<file path="config.mk">
export PLATFORM = sky130hd
export DESIGN_NAME = proj_gfm_collector
export DESIGN_NICKNAME = d
export VERILOG_FILES = /design/src/rtl/proj_pkg.sv /design/src/rtl/proj_window_fifo.sv /design/src/rtl/proj_gfm_collector.sv
export SDC_FILE = /design/constraint.sdc
export NUM_CORES = 1
export LEC_CHECK = 0
export BUFFER_PORTS_ARGS = -buffer_cell sky130_fd_sc_hd__buf_2
export CORE_UTILIZATION = 45
export DETAILED_ROUTE_END_ITERATION = 16
export GPL_TIMING_DRIVEN = 1
export PLACE_DENSITY = 0.72
export SETUP_SLACK_MARGIN = 0.1
export SYNTH_ARGS = -nofsm -noshare
export SYNTH_HDL_FRONTEND = slang
export SYNTH_SLANG_ARGS = --single-unit
</file>
<file path="constraint.sdc">
create_clock -name clk -period 2 [get_ports clk]
set_input_delay 0.4 -clock clk [delete_from_list [all_inputs] [get_ports clk]]
set_output_delay 0.4 -clock clk [all_outputs]
set_load 0.005 [all_outputs]
</file>
<file path="src/rtl/proj_pkg.sv">
// Shared constants and FSM state encoding for the GFM window collector.
package proj_pkg;

  localparam int unsigned FM_EXTENDER_FRAG_LEN_BITS     = 12;
  localparam int unsigned EXTENDER_OUT_PART_LEN         = 3;
  localparam int unsigned EXTENDER_PARTS_COUNT          =
      FM_EXTENDER_FRAG_LEN_BITS / EXTENDER_OUT_PART_LEN;
  localparam int unsigned EXTENDER_OUT_PART_LEN_ONE_HOT = 1 << EXTENDER_OUT_PART_LEN;
  localparam int unsigned SORTER_EXTENDER_INDICES_COUNT = 2;
  localparam int unsigned SIGNED_INDICE_LEN             = 8;
  localparam int unsigned EXTENDER_WINDOW_LEN           =
      EXTENDER_PARTS_COUNT * EXTENDER_OUT_PART_LEN_ONE_HOT;

  typedef logic [0:0] collector_state_t;

  localparam collector_state_t StIdle    = 1'b0;
  localparam collector_state_t StCollect = 1'b1;

endpackage

</file>
<file path="src/rtl/proj_window_fifo.sv">
// Power-of-two synchronous FIFO; a push into a full FIFO succeeds only alongside a pop.
module proj_window_fifo #(
  parameter int unsigned Depth = 2,
  parameter int unsigned Width = 8
) (
  input  logic             clk_i,
  input  logic             rst_ni,
  input  logic             push_i,
  input  logic [Width-1:0] data_i,
  input  logic             pop_i,
  output logic             valid_o,
  output logic             full_o,
  output logic [Width-1:0] data_o
);

  localparam int unsigned PtrW = (Depth > 1) ? $clog2(Depth) : 1;
  localparam int unsigned CntW = PtrW + 1;

  logic [Width-1:0] mem_q [Depth];
  logic [PtrW-1:0]  wr_ptr_q, rd_ptr_q;
  logic [CntW-1:0]  count_q, count_d;
  logic             do_push, do_pop;

  assign valid_o = (count_q != '0);
  assign full_o  = (count_q == CntW'(Depth));
  assign data_o  = mem_q[rd_ptr_q];

  assign do_pop  = pop_i && valid_o;
  assign do_push = push_i && (!full_o || do_pop);

  always_comb begin
    count_d = count_q;
    unique case ({do_push, do_pop})
      2'b10:   count_d = count_q + CntW'(1);
      2'b01:   count_d = count_q - CntW'(1);
      default: count_d = count_q;
    endcase
  end

  // Pointers wrap naturally because Depth is a power of two.
  always_ff @(posedge clk_i or negedge rst_ni) begin
    if (!rst_ni) begin
      wr_ptr_q <= '0;
      rd_ptr_q <= '0;
      count_q  <= '0;
      for (int unsigned i = 0; i < Depth; i++) begin
        mem_q[i] <= '0;
      end
    end else begin
      count_q <= count_d;
      if (do_push) begin
        mem_q[wr_ptr_q] <= data_i;
        wr_ptr_q        <= wr_ptr_q + PtrW'(1);
      end
      if (do_pop) begin
        rd_ptr_q <= rd_ptr_q + PtrW'(1);
      end
    end
  end

endmodule

</file>
<file path="src/rtl/proj_gfm_collector.sv">
// Assembles per-cycle one-hot parts into indexed windows and buffers them for a consumer.
module proj_gfm_collector
  import proj_pkg::*;
#(
  parameter int unsigned PARTS_COUNT       = proj_pkg::EXTENDER_PARTS_COUNT,
  parameter int unsigned PART_OH_LEN       = proj_pkg::EXTENDER_OUT_PART_LEN_ONE_HOT,
  parameter int unsigned INDICES_COUNT     = proj_pkg::SORTER_EXTENDER_INDICES_COUNT,
  parameter int unsigned SIGNED_INDICE_LEN = proj_pkg::SIGNED_INDICE_LEN,
  parameter int unsigned FIFO_DEPTH        = 2
) (
  input  logic                               clk,
  input  logic                               rst_n,
  input  logic                               in_start,
  input  logic [SIGNED_INDICE_LEN-1:0]       in_index,
  input  logic [PART_OH_LEN-1:0]             in_gfm,
  output logic                               out_valid,
  input  logic                               out_ready,
  output logic [PARTS_COUNT*PART_OH_LEN-1:0] out_window,
  output logic [SIGNED_INDICE_LEN-1:0]       out_win_index,
  output logic                               out_last,
  output logic                               out_overflow
);

  localparam int unsigned WinW    = PARTS_COUNT * PART_OH_LEN;
  localparam int unsigned PartW   = (PARTS_COUNT > 1) ? $clog2(PARTS_COUNT) : 1;
  localparam int unsigned WinCntW = (INDICES_COUNT > 1) ? $clog2(INDICES_COUNT) : 1;
  localparam int unsigned EntryW  = 1 + SIGNED_INDICE_LEN + WinW;

  collector_state_t             state_q, state_d;
  logic [PartW-1:0]             part_q, part_d;
  logic [WinCntW-1:0]           win_q, win_d;
  logic [WinW-1:0]              acc_q, acc_d, acc_upd;
  logic [SIGNED_INDICE_LEN-1:0] idx_q, idx_d, idx_upd;
  logic                         ovf_q, ovf_d;

  logic              collecting, last_part, last_win, complete;
  logic              fifo_full, pop;
  logic [EntryW-1:0] push_data, head_data;

  assign collecting = (state_q == StCollect);
  assign last_part  = (part_q == PartW'(PARTS_COUNT - 1));
  assign last_win   = (win_q == WinCntW'(INDICES_COUNT - 1));
  assign complete   = collecting && last_part;
  assign pop        = out_valid && out_ready;

  // The completing part is merged combinationally so the window is pushed on its own edge.
  always_comb begin
    acc_upd = acc_q;
    for (int unsigned p = 0; p < PARTS_COUNT; p++) begin
      if (part_q == PartW'(p)) begin
        acc_upd[p*PART_OH_LEN +: PART_OH_LEN] = in_gfm;
      end
    end
    idx_upd   = (part_q == '0) ? in_index : idx_q;
    push_data = {last_win, idx_upd, acc_upd};
  end

  always_comb begin
    state_d = state_q;
    part_d  = part_q;
    win_d   = win_q;
    acc_d   = acc_q;
    idx_d   = idx_q;
    ovf_d   = ovf_q;

    if (collecting) begin
      acc_d = acc_upd;
      idx_d = idx_upd;
      if (last_part) begin
        part_d = '0;
        if (last_win) begin
          win_d   = '0;
          state_d = StIdle;
        end else begin
          win_d = win_q + WinCntW'(1);
        end
      end else begin
        part_d = part_q + PartW'(1);
      end
    end

    // A restart wins over the window bookkeeping but never over the push of a completed window.
    if (in_start) begin
      state_d = StCollect;
      part_d  = '0;
      win_d   = '0;
    end

    if (complete && fifo_full && !pop) begin
      ovf_d = 1'b1;
    end
  end

  always_ff @(posedge clk or negedge rst_n) begin
    if (!rst_n) begin
      state_q <= StIdle;
      part_q  <= '0;
      win_q   <= '0;
      acc_q   <= '0;
      idx_q   <= '0;
      ovf_q   <= 1'b0;
    end else begin
      state_q <= state_d;
      part_q  <= part_d;
      win_q   <= win_d;
      acc_q   <= acc_d;
      idx_q   <= idx_d;
      ovf_q   <= ovf_d;
    end
  end

  proj_window_fifo #(
    .Depth (FIFO_DEPTH),
    .Width (EntryW)
  ) u_fifo (
    .clk_i   (clk),
    .rst_ni  (rst_n),
    .push_i  (complete),
    .data_i  (push_data),
    .pop_i   (pop),
    .valid_o (out_valid),
    .full_o  (fifo_full),
    .data_o  (head_data)
  );

  assign {out_last, out_win_index, out_window} = head_data;
  assign out_overflow = ovf_q;

endmodule

</file>
==> results of run 1 <==
==> layout by cell type (no fill, tap or decap), types with 2 or more instances in the layout <==
cell type                   Yosys  final
sky130_fd_sc_hd__mux2_4        29     47
sky130_fd_sc_hd__xnor2_1        4      4
sky130_fd_sc_hd__buf_12         0     10
sky130_fd_sc_hd__buf_6          8     18
sky130_fd_sc_hd__dfrtp_1      131    130
sky130_fd_sc_hd__mux2_2       161    143
sky130_fd_sc_hd__buf_4          3     13
sky130_fd_sc_hd__ha_1           4      4
sky130_fd_sc_hd__clkinv_4       0      2
sky130_fd_sc_hd__buf_16         0      2
sky130_fd_sc_hd__inv_1          3      3
sky130_fd_sc_hd__a21oi_1        2      2
sky130_fd_sc_hd__clkinv_2       0      5
sky130_fd_sc_hd__clkbuf_8       0      4
sky130_fd_sc_hd__clkbuf_16      0     19
sky130_fd_sc_hd__buf_2          9     44
sky130_fd_sc_hd__mux2_1        13     13
sky130_fd_sc_hd__clkbuf_1       2      2
sky130_fd_sc_hd__o21ai_0        2      2
sky130_fd_sc_hd__a21o_1         2      2
sky130_fd_sc_hd__nor2_1         3      3
sky130_fd_sc_hd__nand2_1        6      6
sky130_fd_sc_hd__bufinv_16      0      2
==> registers in the layout, indices dropped and copies added, names as in the netlist <==
register	flops
u_fifo.mem_q	82
last_win	1
u_fifo.rd_ptr_q	1
collecting	1
idx_q	8
part_q	2
u_fifo.count_q	2
out_overflow	1
u_fifo.wr_ptr_q	1
acc_q	32
==> cells by family after synthesis <==
group,Yosys count,synth area share
muxes,204,0.393
DFF,131,0.536
and+or+nand+nor,17,0.0198
xor gates and xnor gates,4,0.00573
buffers and inverters,25,0.0288
AOI/OAI and AO/OA,8,0.00859
adders and majority gates,4,0.00818
==> timing repair <==
action,in CTS,in global routing
gates resized for setup,11,29
setup buffers,4,5
cloned,2,2
hold endpoints to repair,22,0
setup endpoints to repair,41,49
hold buffers,1,0
==> worst min path at each step <==
stage / endpoint / slack [ns] / start
after floorplan: acc_q[0] / 0.10 / rst_n
after global placement: u_fifo.mem_q[75] / 0.32 / rst_n
after detailed placement: u_fifo.mem_q[75] / 0.33 / rst_n
after CTS: part_q[0] / 0.19 / in_start
after global routing: last_win / 0.21 / in_start
final: part_q[0] / 0.20 / in_start
==> power by group <==
part           switching (mW)  leakage, nW  internal [mW]
registers               0.610         1.58           3.74
logic                    1.54         1.66           3.03
clock network            1.10        0.297           1.96
total                    3.25         3.53           8.73
==> metrics by stage <==
step | cells | cell area [sq um] | total power [mW]
finish | 670 | 7680 | 12.0
global route | 670 | 7680 | 12.6
CTS | 663 | 7450 | 11.5
detailed placement | 624 | 6710 | 8.02
global placement | 624 | 6710 | 7.87
floorplan | 393 | 6120 | 6.67
==> layer usage <==
layer	up-vias	GRT usage	routed length [microns]
met5	-	0	0
met4	0	0.0625	155
met3	12	0.0565	516
met2	75	0.299	6100
met1	1816	0.253	6000
li1	1593	-	-
==> critical path, delay by kind of cell (launching register included) <==
kind                   cells  cell delay (ns)
DFF                        1             0.44
buffers and inverters      3             0.42
muxes                      1             0.32
==> final cells by class <==
class / count / share of cell area
clock buffer: 23 / 0.0635
multi-input combinational: 237 / 0.355
tap: 176 / 0.0287
sequential: 131 / 0.427
inverter: 3 / 0.00147
clock inverter: 9 / 0.0134
timing repair buffer: 91 / 0.111
==> report_table.html, run 1 <==
<table>
<tr><th>Metric</th><th>Value</th></tr>
<tr><th colspan="2">Run status</th></tr>
<tr><td>Result of the run</td><td>finished clean</td></tr>
<tr><th colspan="2">Die</th></tr>
<tr><td>IO Pins</td><td>63</td></tr>
<tr><td>Std-Cell Core Area</td><td>between 0.01 and 0.015 sq mm</td></tr>
<tr><td>Die height</td><td>119 microns</td></tr>
<tr><td>Total number of placement rows</td><td>42</td></tr>
<tr><td>Horiz. Die Dim</td><td>119 microns</td></tr>
<tr><td>Die footprint</td><td>0.0141 sq mm</td></tr>
<tr><td>Initial Util</td><td>0.462</td></tr>
<tr><th colspan="2">Logic synthesis</th></tr>
<tr><td>Top post-synthesis cells by area</td><td>sky130_fd_sc_hd__dfrtp_1 (54%), sky130_fd_sc_hd__mux2_2 (30%), sky130_fd_sc_hd__mux2_4 (7.1%), sky130_fd_sc_hd__mux2_1 (2.4%), sky130_fd_sc_hd__buf_6 (1.5%)</td></tr>
<tr><td>Mapped Avg Cell Area</td><td>roughly 16 sq um</td></tr>
<tr><td>Netlist area before placement</td><td>0.00612 sq mm</td></tr>
<tr><td>Netlist cell types</td><td>27</td></tr>
<tr><td>Most used standard cells in the synthesized netlist</td><td>sky130_fd_sc_hd__mux2_2 (161), sky130_fd_sc_hd__dfrtp_1 (131), sky130_fd_sc_hd__mux2_4 (29)</td></tr>
<tr><td>Most frequent cell after synthesis</td><td>sky130_fd_sc_hd__mux2_2</td></tr>
<tr><td>Cell type with the largest total area after synthesis</td><td>sky130_fd_sc_hd__dfrtp_1</td></tr>
<tr><td>Post-synthesis cell count</td><td>393</td></tr>
<tr><td>Number of warnings reported in the yosys synthesis log</td><td>0</td></tr>
<tr><td>Async SR Flop Fraction</td><td>1.00</td></tr>
<tr><td>Sequential-to-total area share from yosys stat</td><td>0.536</td></tr>
<tr><td>Fraction of post-synthesis cell area in the top cell type by area</td><td>0.536</td></tr>
<tr><td>Count of state elements after synthesis</td><td>approximately 130</td></tr>
<tr><td>Post-synth EDFFs</td><td>0</td></tr>
<tr><td>Total nets after synthesis</td><td>417</td></tr>
<tr><td>Prevailing post-synth register cell</td><td>sky130_fd_sc_hd__dfrtp_1</td></tr>
<tr><th colspan="2">Timing</th></tr>
<tr><td>Final worst-path setup slack</td><td>~0.015 ns</td></tr>
<tr><td>Slew margin rel.</td><td>0.727</td></tr>
<tr><td>Measured slew at the worst slew-check pin</td><td>roughly 0.41 ns</td></tr>
<tr><td>Hold slack final</td><td>0.205 ns</td></tr>
<tr><td>Final setup violating endpoints</td><td>0</td></tr>
<tr><td>Pins over their slew limit</td><td>0</td></tr>
<tr><td>Setup TNS Final</td><td>0 ns</td></tr>
<tr><td>Unrepaired setup endpoints after global routing</td><td>yes</td></tr>
<tr><td>Final cycle utilization of the critical path</td><td>0.992</td></tr>
<tr><td>Max Clock Skew</td><td>0.00671 ns</td></tr>
<tr><td>Number of hold violations in the final report</td><td>0</td></tr>
<tr><td>Final critical path time including I/O delays and setup</td><td>1.98 ns</td></tr>
<tr><td>Max Clk Rate</td><td>0.504 GHz</td></tr>
<tr><th colspan="2">Final layout</th></tr>
<tr><td>Fin nets</td><td>slightly above 500</td></tr>
<tr><td>Layout cells sized above 1</td><td>0.638</td></tr>
<tr><td>Fill cell instance count of the final layout</td><td>1034</td></tr>
<tr><td>Sequential cell area</td><td>0.00328 sq mm</td></tr>
<tr><td>Layout overhead on the synthesized area</td><td>25.6%</td></tr>
<tr><td>Final Core Density</td><td>0.580</td></tr>
<tr><td>Total inserted antenna cells</td><td>0</td></tr>
<tr><td>Area occupied by multi-input gates</td><td>0.00273 sq mm</td></tr>
<tr><th colspan="2">Critical path</th></tr>
<tr><td>Start point of the critical path</td><td>u_fifo.rd_ptr_q</td></tr>
<tr><td>Cell count of the worst reg-to-reg path</td><td>5</td></tr>
<tr><td>Critical path data required time</td><td>1.60 ns</td></tr>
<tr><td>Critical R2R Launch</td><td>part_q[0]</td></tr>
<tr><td>CP startpoint kind</td><td>flop</td></tr>
<tr><td>CP Capture Point</td><td>out_window[6]</td></tr>
<tr><td>Type of the worst setup path</td><td>reg2out</td></tr>
<tr><td>Ordered list of cells on the worst path</td><td>buf_12 -&gt; buf_8 -&gt; mux2_4 -&gt; buf_6</td></tr>
<tr><td>Peak fanout along the critical path</td><td>6</td></tr>
<tr><td>CP arrival</td><td>1.58 ns</td></tr>
<tr><td>CP Capture Type</td><td>output port</td></tr>
<tr><td>Stage delay of the slowest cell on the critical path</td><td>0.44 ns</td></tr>
<tr><td>Cell type of the slowest stage on the worst timing path</td><td>sky130_fd_sc_hd__dfrtp_2</td></tr>
<tr><td>Setup slack of the worst register-to-register path</td><td>0.22 ns</td></tr>
<tr><td>Capture point of the worst reg-to-reg path</td><td>u_fifo.mem_q[58]</td></tr>
<tr><th colspan="2">Clock tree</th></tr>
<tr><td>Insertion delay to the later sink of the worst-skew pair</td><td>0.41 ns</td></tr>
<tr><td>Max H-tree Level</td><td>4</td></tr>
<tr><td>Clk sinks</td><td>roughly 130</td></tr>
<tr><td>Inserted Clock Buffers</td><td>17</td></tr>
<tr><td>Clock tree from TritonCTS</td><td>done</td></tr>
<tr><td>Clock Root Buffer</td><td>sky130_fd_sc_hd__clkbuf_16</td></tr>
<tr><td>Worst-path clk slew</td><td>0.05 ns</td></tr>
<tr><td>Number of buffers between clock root and the deepest sink</td><td>2</td></tr>
<tr><th colspan="2">Routing</th></tr>
<tr><td>Total wirelength of the detailed-routed design</td><td>12800 microns</td></tr>
<tr><td>Average routed wire per standard cell</td><td>19.1 microns</td></tr>
<tr><td>Drt first-iter violations</td><td>178</td></tr>
<tr><td>DRC violation count after routing</td><td>0</td></tr>
<tr><td>Router iterations before antenna repair</td><td>4</td></tr>
<tr><td>Count of antenna-violating nets left after detailed routing</td><td>0</td></tr>
<tr><td>Detail-routed via count per cell</td><td>5.22</td></tr>
<tr><td>Vias</td><td>3496</td></tr>
<tr><th colspan="2">Global route</th></tr>
<tr><td>Wire length of the first global-routing pass</td><td>20400 microns</td></tr>
<tr><td>Initial antenna violation count</td><td>0</td></tr>
<tr><td>Vias in the first global route</td><td>3875</td></tr>
<tr><td>GRT Util Overall</td><td>0.191</td></tr>
<tr><td>Aggregate global routing overflow</td><td>0</td></tr>
<tr><td>Pin count of the biggest net entering global routing</td><td>57</td></tr>
<tr><th colspan="2">Power</th></tr>
<tr><td>Total power divided by cell area</td><td>approximately 1600 mW/mm^2</td></tr>
<tr><td>Maximum ir drop on the vdd rail</td><td>0.000853 V</td></tr>
<tr><td>Leak</td><td>3.53 nW</td></tr>
<tr><th colspan="2">Place</th></tr>
<tr><td>Last weighted congestion value of the routability-driven placer</td><td>around 0.73</td></tr>
<tr><td>Setup WS pre-CTS</td><td>0.143 ns</td></tr>
<tr><td>Post-DP HPWL</td><td>7820 microns</td></tr>
<tr><td>Number of port buffers</td><td>62</td></tr>
<tr><th colspan="2">Job</th></tr>
<tr><td>Max-cap violations</td><td>0</td></tr>
<tr><th colspan="2">Min path</th></tr>
<tr><td>Number of stages on the worst hold path</td><td>2</td></tr>
<tr><td>Path category of the worst min-delay check</td><td>in2reg</td></tr>
</table>
No activity file was read; power rests on OpenSTA's default activity.
==> run 2: changes to the inputs <==
--- a/config.mk
+++ b/config.mk
@@ -9,7 +9,7 @@
 export CORE_UTILIZATION = 45
 export DETAILED_ROUTE_END_ITERATION = 16
 export GPL_TIMING_DRIVEN = 1
-export PLACE_DENSITY = 0.72
+export PLACE_DENSITY = 0.71
 export SETUP_SLACK_MARGIN = 0.1
 export SYNTH_ARGS = -nofsm -noshare
 export SYNTH_HDL_FRONTEND = slang
==> report_table.html, run 2 (same netlist as run 1, synthesis figures left out) <==
<table>
<tr><th>Metric</th><th>Value</th></tr>
<tr><th colspan="2">Clock tree</th></tr>
<tr><td>Inserted Clock Buffers</td><td>17 (unchanged)</td></tr>
<tr><td>Max H-tree Level</td><td>4 (unchanged)</td></tr>
<tr><td>Clock Root Buffer</td><td>sky130_fd_sc_hd__clkbuf_16</td></tr>
<tr><td>Worst-path clk slew</td><td>0.05 ns (about the same)</td></tr>
<tr><td>Insertion delay to the later sink of the worst-skew pair</td><td>0.41 ns (about the same)</td></tr>
<tr><td>Number of buffers between clock root and the deepest sink</td><td>2 (unchanged)</td></tr>
<tr><td>Clock tree from TritonCTS</td><td>done</td></tr>
<tr><td>Clk sinks</td><td>131 (unchanged)</td></tr>
<tr><th colspan="2">Critical path</th></tr>
<tr><td>Type of the worst setup path</td><td>reg2out</td></tr>
<tr><td>CP startpoint kind</td><td>flop</td></tr>
<tr><td>CP arrival</td><td>1.55 ns (-0.03 ns)</td></tr>
<tr><td>CP Capture Type</td><td>output port</td></tr>
<tr><td>Peak fanout along the critical path</td><td>8 (+2)</td></tr>
<tr><td>Cell count of the worst reg-to-reg path</td><td>5 (unchanged)</td></tr>
<tr><td>Critical R2R Launch</td><td>part_q[0]</td></tr>
<tr><td>Critical path data required time</td><td>1.60 ns (about the same)</td></tr>
<tr><td>Setup slack of the worst register-to-register path</td><td>0.23 ns (about the same)</td></tr>
<tr><td>Capture point of the worst reg-to-reg path</td><td>u_fifo.mem_q[58]</td></tr>
<tr><th colspan="2">Job</th></tr>
<tr><td>Max-cap violations</td><td>0 (unchanged)</td></tr>
<tr><th colspan="2">Timing</th></tr>
<tr><td>Final setup violating endpoints</td><td>0 (unchanged)</td></tr>
<tr><td>Final critical path time including I/O delays and setup</td><td>1.95 ns (-0.0300 ns)</td></tr>
<tr><td>Hold slack final</td><td>0.185 ns (-0.0199 ns)</td></tr>
<tr><td>Max Clk Rate</td><td>0.512 GHz (+1.5%)</td></tr>
<tr><td>Final cycle utilization of the critical path</td><td>0.977 (-0.0150)</td></tr>
<tr><td>Number of hold violations in the final report</td><td>0 (unchanged)</td></tr>
<tr><td>Max Clock Skew</td><td>0.00862 ns (+0.00191 ns)</td></tr>
<tr><td>Pins over their slew limit</td><td>0 (unchanged)</td></tr>
<tr><td>Slew margin rel.</td><td>0.719 (-0.00744)</td></tr>
<tr><td>Unrepaired setup endpoints after global routing</td><td>yes</td></tr>
<tr><td>Final worst-path setup slack</td><td>0.0452 ns (+0.0300 ns)</td></tr>
<tr><td>Measured slew at the worst slew-check pin</td><td>0.421 ns (+0.0112 ns)</td></tr>
<tr><th colspan="2">Min path</th></tr>
<tr><td>Hold EP</td><td>last_win</td></tr>
<tr><td>Worst Min Path Start</td><td>in_start</td></tr>
<tr><td>Number of stages on the worst hold path</td><td>2 (unchanged)</td></tr>
<tr><td>Path category of the worst min-delay check</td><td>in2reg</td></tr>
<tr><th colspan="2">Place</th></tr>
<tr><td>Setup WS pre-CTS</td><td>0.220 ns (+0.0763 ns)</td></tr>
<tr><td>Last weighted congestion value of the routability-driven placer</td><td>0.724 (-0.56%)</td></tr>
<tr><td>Number of port buffers</td><td>62 (unchanged)</td></tr>
<tr><td>Post-DP HPWL</td><td>7750 microns (-0.90%)</td></tr>
<tr><th colspan="2">Die</th></tr>
<tr><td>Die height</td><td>119 microns (unchanged)</td></tr>
<tr><td>Initial Util</td><td>0.462 (unchanged)</td></tr>
<tr><td>Horiz. Die Dim</td><td>119 microns (unchanged)</td></tr>
<tr><td>Total number of placement rows</td><td>42 (unchanged)</td></tr>
<tr><td>Std-Cell Core Area</td><td>0.0132 sq mm (unchanged)</td></tr>
<tr><td>Die footprint</td><td>0.0141 sq mm (unchanged)</td></tr>
<tr><td>IO Pins</td><td>63 (unchanged)</td></tr>
<tr><th colspan="2">Power</th></tr>
<tr><td>Total power divided by cell area</td><td>1520 mW/mm^2 (-2.4%)</td></tr>
<tr><td>Final Power</td><td>11.3 mW (-5.9%)</td></tr>
<tr><td>Maximum ir drop on the vdd rail</td><td>0.000880 V (+3.1%)</td></tr>
<tr><td>Leak</td><td>3.36 nW (-4.8%)</td></tr>
<tr><th colspan="2">Final layout</th></tr>
<tr><td>Layout overhead on the synthesized area</td><td>21.1%</td></tr>
<tr><td>Most flop-heavy register</td><td>u_fifo.mem_q</td></tr>
<tr><td>Total inserted antenna cells</td><td>0 (unchanged)</td></tr>
<tr><td>Number of flip-flops in the largest register</td><td>82 (unchanged)</td></tr>
<tr><td>Commonest cells after routing, fill and taps aside</td><td>sky130_fd_sc_hd__mux2_2 (161), sky130_fd_sc_hd__dfrtp_1 (130), sky130_fd_sc_hd__buf_2 (61)</td></tr>
<tr><td>Most frequent standard cell in the layout excluding fill and tap cells</td><td>sky130_fd_sc_hd__mux2_2</td></tr>
<tr><td>Largest registers ranked by flip-flop count</td><td>u_fifo.mem_q (82), acc_q (32), idx_q (8)</td></tr>
<tr><td>Layout cells sized above 1</td><td>0.639 (+0.000952)</td></tr>
<tr><td>Fin nets</td><td>498 (-1.4%)</td></tr>
<tr><th colspan="2">Routing</th></tr>
<tr><td>Detail-routed via count per cell</td><td>5.29 (+1.5%)</td></tr>
<tr><td>Drt first-iter violations</td><td>140 (-21%)</td></tr>
<tr><td>Total wirelength of the detailed-routed design</td><td>12400 microns (-2.9%)</td></tr>
<tr><td>Vias</td><td>3510 (+0.40%)</td></tr>
<tr><td>DRC violation count after routing</td><td>0 (unchanged)</td></tr>
<tr><td>Count of antenna-violating nets left after detailed routing</td><td>0 (unchanged)</td></tr>
<tr><td>Router iterations before antenna repair</td><td>6 (+2)</td></tr>
<tr><td>Average routed wire per standard cell</td><td>18.7 microns (-1.9%)</td></tr>
<tr><th colspan="2">Global route</th></tr>
<tr><td>Wire length of the first global-routing pass</td><td>20200 microns (-0.71%)</td></tr>
<tr><td>Vias in the first global route</td><td>3797 (-2.0%)</td></tr>
<tr><td>Pin count of the biggest net entering global routing</td><td>48 (-16%)</td></tr>
<tr><td>Initial antenna violation count</td><td>0 (unchanged)</td></tr>
<tr><td>Aggregate global routing overflow</td><td>0 (unchanged)</td></tr>
<tr><td>GRT Util Overall</td><td>0.189 (-0.00181)</td></tr>
<tr><th colspan="2">Run status</th></tr>
<tr><td>Result of the run</td><td>finished clean</td></tr>
</table>
[run 2: changes by cell type in the layout (fill, tap and decap cells not counted), moves of 2 or more]
cell,change
sky130_fd_sc_hd__mux2_2,+18
sky130_fd_sc_hd__mux2_4,-18
sky130_fd_sc_hd__buf_2,+17
sky130_fd_sc_hd__buf_6,-16
sky130_fd_sc_hd__buf_4,-4
sky130_fd_sc_hd__clkinvlp_4,+4
sky130_fd_sc_hd__buf_16,-2
sky130_fd_sc_hd__clkbuf_1,-2
sky130_fd_sc_hd__clkinv_2,-2
[run 2: final cells by class]
cell class | count | area [sq um]
Clock inverter | 12 | 131
Fill cell | 1099 | 5830
Clock buffer | 20 | 467
Sequential cell | 131 | 3280
Multi-Input combinational cell | 237 | 2670
Timing Repair Buffer | 84 | 636
Tap cell | 176 | 220
Inverter | 3 | 11.3
[run 2: worst max path at each step]
stage / from / slack (ns) / end / cells after the start
global route: u_fifo.rd_ptr_q / -0.01 / out_window[16] / 4
CTS: u_fifo.rd_ptr_q / 0.03 / out_window[8] / 3
detailed placement: part_q[0] / 0.22 / u_fifo.mem_q[57] / 5
floorplan: part_q[0] / 0.26 / u_fifo.mem_q[1] / 6
global placement: out_ready / 0.27 / u_fifo.mem_q[12] / 5
finish: u_fifo.rd_ptr_q / 0.05 / out_window[17] / 4
[run 2: power by group]
part / switching [mW] / internal, mW / total, mW / leakage, nW
clock network: 1.16 / 1.93 / 3.09 / 0.284
registers: 0.578 / 3.74 / 4.32 / 1.58
logic: 1.40 / 2.47 / 3.87 / 1.50
total: 3.14 / 8.14 / 11.3 / 3.36
[run 2: metal layers]
layer,vias up,track usage,part of all wire
met2,76,0.294,0.47
met4,0,0.0617,0.014
met1,1839,0.252,0.47
li1,1579,-,-
met3,16,0.0569,0.043
met5,-,0,0
[run 2: critical path: stages (launching register included)]
cell and delay [ns]:
sky130_fd_sc_hd__dfrtp_2 0.39, sky130_fd_sc_hd__buf_6 0.13, sky130_fd_sc_hd__clkbuf_16 0.16, sky130_fd_sc_hd__mux2_2 0.33, sky130_fd_sc_hd__buf_2 0.13
[run 2: what timing repair did]
item / CTS / global route
hold endpoints to repair: 14 / 0
setup endpoints to repair: 35 / 47
gates resized for setup: 0 / 3
buffers inserted: 2 / 3
hold buffers: 1 / 0
cloned: 0 / 2
[run 2: metrics by stage]
stage | TNS, ns | util | std cells | instance area (sq um)
4_1_cts | 0 | 0.553 | 658 | 7330
5_1_grt | -0.0541 | 0.560 | 663 | 7410
2_1_floorplan | 0 | - | 393 | 6120
3_5_place_dp | 0 | 0.506 | 623 | 6710
6_report | 0 | 0.560 | 663 | 7410
3_3_place_gp | 0 | 0.506 | 623 | 6710
==> run 3: changes to the inputs <==
--- a/config.mk
+++ b/config.mk
@@ -5,11 +5,12 @@
 export SDC_FILE = /design/constraint.sdc
 export NUM_CORES = 1
 export LEC_CHECK = 0
+export ABC_CLOCK_PERIOD_IN_PS = 2000
 export BUFFER_PORTS_ARGS = -buffer_cell sky130_fd_sc_hd__buf_2
-export CORE_UTILIZATION = 45
+export CORE_UTILIZATION = 59
 export DETAILED_ROUTE_END_ITERATION = 16
 export GPL_TIMING_DRIVEN = 1
-export PLACE_DENSITY = 0.71
+export PLACE_DENSITY_LB_ADDON = 0.2
 export SETUP_SLACK_MARGIN = 0.1
 export SYNTH_ARGS = -nofsm -noshare
 export SYNTH_HDL_FRONTEND = slang
==> report_table.html, run 3 (same netlist as run 1, synthesis figures left out) <==
<table>
<tr><th>Metric</th><th>Value</th></tr>
<tr><th colspan="2">Run status</th></tr>
<tr><td>Result of the run</td><td>complete, but fails checks</td></tr>
<tr><td>Violated checks</td><td>setup timing</td></tr>
<tr><th colspan="2">Final layout</th></tr>
<tr><td>Final Core Density</td><td>0.720 (+0.161)</td></tr>
<tr><td>Fin nets</td><td>491 (-1.4%)</td></tr>
<tr><td>Total inserted antenna cells</td><td>0 (unchanged)</td></tr>
<tr><td>Post-route cell area</td><td>0.00714 sq mm (-3.7%)</td></tr>
<tr><td>Area occupied by multi-input gates</td><td>0.00267 sq mm (about the same)</td></tr>
<tr><td>Number of flip-flops in the largest register</td><td>82 (unchanged)</td></tr>
<tr><td>Fill cell instance count of the final layout</td><td>672 (-39%)</td></tr>
<tr><td>Layout overhead on the synthesized area</td><td>16.6%</td></tr>
<tr><td>Commonest cells after routing, fill and taps aside</td><td>sky130_fd_sc_hd__mux2_2 (160), sky130_fd_sc_hd__dfrtp_1 (130), sky130_fd_sc_hd__buf_2 (60)</td></tr>
<tr><td>Most frequent standard cell in the layout excluding fill and tap cells</td><td>sky130_fd_sc_hd__mux2_2</td></tr>
<tr><td>Largest registers ranked by flip-flop count</td><td>u_fifo.mem_q (82), acc_q (32), idx_q (8)</td></tr>
<tr><td>Sequential cell area</td><td>0.00328 sq mm (unchanged)</td></tr>
<tr><td>Most flop-heavy register</td><td>u_fifo.mem_q</td></tr>
<tr><td>Layout cells sized above 1</td><td>0.625 (-0.0136)</td></tr>
<tr><th colspan="2">Power</th></tr>
<tr><td>Maximum ir drop on the vdd rail</td><td>0.00141 V (+60%)</td></tr>
<tr><td>Total power divided by cell area</td><td>1470 mW/mm^2 (-3.0%)</td></tr>
<tr><td>Leak</td><td>3.27 nW (-2.7%)</td></tr>
<tr><th colspan="2">Die</th></tr>
<tr><td>Total number of placement rows</td><td>36 (-14%)</td></tr>
<tr><td>Die height</td><td>104 microns (-12%)</td></tr>
<tr><td>Std-Cell Core Area</td><td>0.00991 sq mm (-25%)</td></tr>
<tr><td>Horiz. Die Dim</td><td>104 microns (-12%)</td></tr>
<tr><td>Initial Util</td><td>0.617 (+0.155)</td></tr>
<tr><td>IO Pins</td><td>63 (unchanged)</td></tr>
<tr><td>Die footprint</td><td>0.0108 sq mm (-23%)</td></tr>
<tr><th colspan="2">Timing</th></tr>
<tr><td>Final critical path time including I/O delays and setup</td><td>2.04 ns (+0.0820 ns)</td></tr>
<tr><td>Unrepaired setup endpoints after global routing</td><td>yes</td></tr>
<tr><td>Hold slack final</td><td>0.104 ns (-0.0813 ns)</td></tr>
<tr><td>Setup TNS Final</td><td>-0.322 ns (-0.322 ns)</td></tr>
<tr><td>Max Clk Rate</td><td>0.491 GHz (-4.0%)</td></tr>
<tr><td>Max Clock Skew</td><td>0.00991 ns (+0.00129 ns)</td></tr>
<tr><td>Final cycle utilization of the critical path</td><td>1.02 (+0.0410)</td></tr>
<tr><td>Pins over their slew limit</td><td>0 (unchanged)</td></tr>
<tr><td>Final worst-path setup slack</td><td>-0.0367 ns (-0.0820 ns)</td></tr>
<tr><td>Slew margin rel.</td><td>0.693 (-0.0263)</td></tr>
<tr><td>Number of hold violations in the final report</td><td>0 (unchanged)</td></tr>
<tr><td>Measured slew at the worst slew-check pin</td><td>0.461 ns (+0.0394 ns)</td></tr>
<tr><td>Final setup violating endpoints</td><td>34 (+34)</td></tr>
<tr><th colspan="2">Clock tree</th></tr>
<tr><td>Clk sinks</td><td>131 (unchanged)</td></tr>
<tr><td>Setup Fix Bufs, Post-CTS</td><td>0 (-2)</td></tr>
<tr><td>Clock tree from TritonCTS</td><td>done</td></tr>
<tr><td>Max H-tree Level</td><td>4 (unchanged)</td></tr>
<tr><td>Worst-path clk slew</td><td>0.06 ns (about the same)</td></tr>
<tr><td>Clock Root Buffer</td><td>sky130_fd_sc_hd__clkbuf_8</td></tr>
<tr><td>Insertion delay to the later sink of the worst-skew pair</td><td>0.51 ns (+0.10 ns)</td></tr>
<tr><td>Inserted Clock Buffers</td><td>17 (unchanged)</td></tr>
<tr><td>Number of buffers between clock root and the deepest sink</td><td>2 (unchanged)</td></tr>
<tr><th colspan="2">Routing</th></tr>
<tr><td>Detail-routed via count per cell</td><td>5.57 (+5.2%)</td></tr>
<tr><td>Count of antenna-violating nets left after detailed routing</td><td>0 (unchanged)</td></tr>
<tr><td>Router iterations before antenna repair</td><td>4 (-2)</td></tr>
<tr><td>Vias</td><td>3415 (-2.7%)</td></tr>
<tr><td>Total wirelength of the detailed-routed design</td><td>11600 microns (-6.7%)</td></tr>
<tr><td>Drt first-iter violations</td><td>129 (-7.9%)</td></tr>
<tr><td>DRC violation count after routing</td><td>0 (unchanged)</td></tr>
<tr><td>Average routed wire per standard cell</td><td>18.9 microns (+0.89%)</td></tr>
<tr><th colspan="2">Global route</th></tr>
<tr><td>Pin count of the biggest net entering global routing</td><td>56 (+17%)</td></tr>
<tr><td>GRT Util Overall</td><td>0.235 (+0.0461)</td></tr>
<tr><td>Vias in the first global route</td><td>3727 (-1.8%)</td></tr>
<tr><td>Wire length of the first global-routing pass</td><td>19400 microns (-4.2%)</td></tr>
<tr><td>Initial antenna violation count</td><td>0 (unchanged)</td></tr>
<tr><td>Aggregate global routing overflow</td><td>0 (unchanged)</td></tr>
<tr><th colspan="2">Min path</th></tr>
<tr><td>Path category of the worst min-delay check</td><td>in2reg</td></tr>
<tr><td>Worst Min Path Start</td><td>in_start</td></tr>
<tr><th colspan="2">Critical path</th></tr>
<tr><td>Peak fanout along the critical path</td><td>33 (+25)</td></tr>
<tr><td>Start point of the critical path</td><td>u_fifo.rd_ptr_q</td></tr>
<tr><td>Critical R2R Launch</td><td>part_q[0]</td></tr>
<tr><td>Critical path data required time</td><td>1.60 ns (about the same)</td></tr>
<tr><td>CP Capture Type</td><td>output port</td></tr>
<tr><td>Type of the worst setup path</td><td>reg2out</td></tr>
<tr><td>Setup slack of the worst register-to-register path</td><td>0.25 ns (+0.02 ns)</td></tr>
<tr><td>Ordered list of cells on the worst path</td><td>buf_12 -&gt; mux2_2 -&gt; buf_2</td></tr>
<tr><td>CP startpoint kind</td><td>flop</td></tr>
<tr><td>CP arrival</td><td>1.64 ns (+0.09 ns)</td></tr>
<tr><td>Stage delay of the slowest cell on the critical path</td><td>0.38 ns (about the same)</td></tr>
<tr><td>Cell type of the slowest stage on the worst timing path</td><td>sky130_fd_sc_hd__dfrtp_2</td></tr>
<tr><th colspan="2">Job</th></tr>
<tr><td>Max-cap violations</td><td>0 (unchanged)</td></tr>
<tr><th colspan="2">Place</th></tr>
<tr><td>Post-DP HPWL</td><td>7520 microns (-2.9%)</td></tr>
<tr><td>Number of port buffers</td><td>62 (unchanged)</td></tr>
<tr><td>Last weighted congestion value of the routability-driven placer</td><td>0.727 (+0.44%)</td></tr>
<tr><td>Placement-stage cell area</td><td>0.00661 sq mm (-1.4%)</td></tr>
</table>
-- run 3: cell types whose count changed in the layout (fill, tap and decap cells not counted), moves of 3 or more --
cell,previous run,this run
sky130_fd_sc_hd__clkinv_2,3,8
sky130_fd_sc_hd__buf_12,9,6
sky130_fd_sc_hd__clkbuf_1,0,3
sky130_fd_sc_hd__clkbuf_16,19,16
-- run 3: worst paths after layout --
path	endpoint	cells after the start
setup reg to reg	u_fifo.mem_q[34]	5
hold / removal	last_win	2
hold reg to reg	out_overflow	1
max in group asynchronous	u_fifo.mem_q[70]	3
min in group asynchronous	idx_q[0]	2
setup / recovery	out_last	3
-- run 3: through the flow --
step                      std cells  worst slack [ns]  total power, mW
final                           613           -0.0367             10.5
after global routing            613           -0.0991             11.1
after CTS                       613           -0.0738             10.6
after detailed placement        580             0.232             7.94
after global placement          580             0.272             7.75
after floorplan                 393             0.256             6.67
-- run 3: cell type report --
type                            instances  area share
Sequential cell                       131       0.460
Inverter                                3     0.00158
Timing Repair Buffer                   77      0.0714
Clock inverter                         11     0.00894
Clock buffer                           21      0.0615
Tap cell                              133      0.0233
Multi-Input combinational cell        237       0.374
-- run 3: layer usage --
metal | track usage | wire [microns] | share of wire
met2 | 0.382 | 5860 | 0.51
met4 | 0.0582 | 70 | 0.0061
met5 | 0 | 0 | 0
met1 | 0.313 | 5270 | 0.46
met3 | 0.0667 | 361 | 0.031
-- run 3: critical path, delay by kind of cell, from the launching register on --
family | cells | cell delay (ns)
buffers and inverters | 2 | 0.36
DFF | 1 | 0.38
muxes | 1 | 0.38
-- run 3: what timing repair did --
action,4_1_cts,5_1_grt
pin swaps,0,0
hold buffers,1,0
endpoints found under the setup margin,41,41
hold endpoints to repair,29,0
gates resized for setup,0,2
-- run 3: where the power goes --
part / total (mW) / switching, mW / internal, mW
clock network: 2.59 / 1.06 / 1.53
registers: 4.33 / 0.586 / 3.74
logic: 3.61 / 1.31 / 2.30
total: 10.5 / 2.96 / 7.57
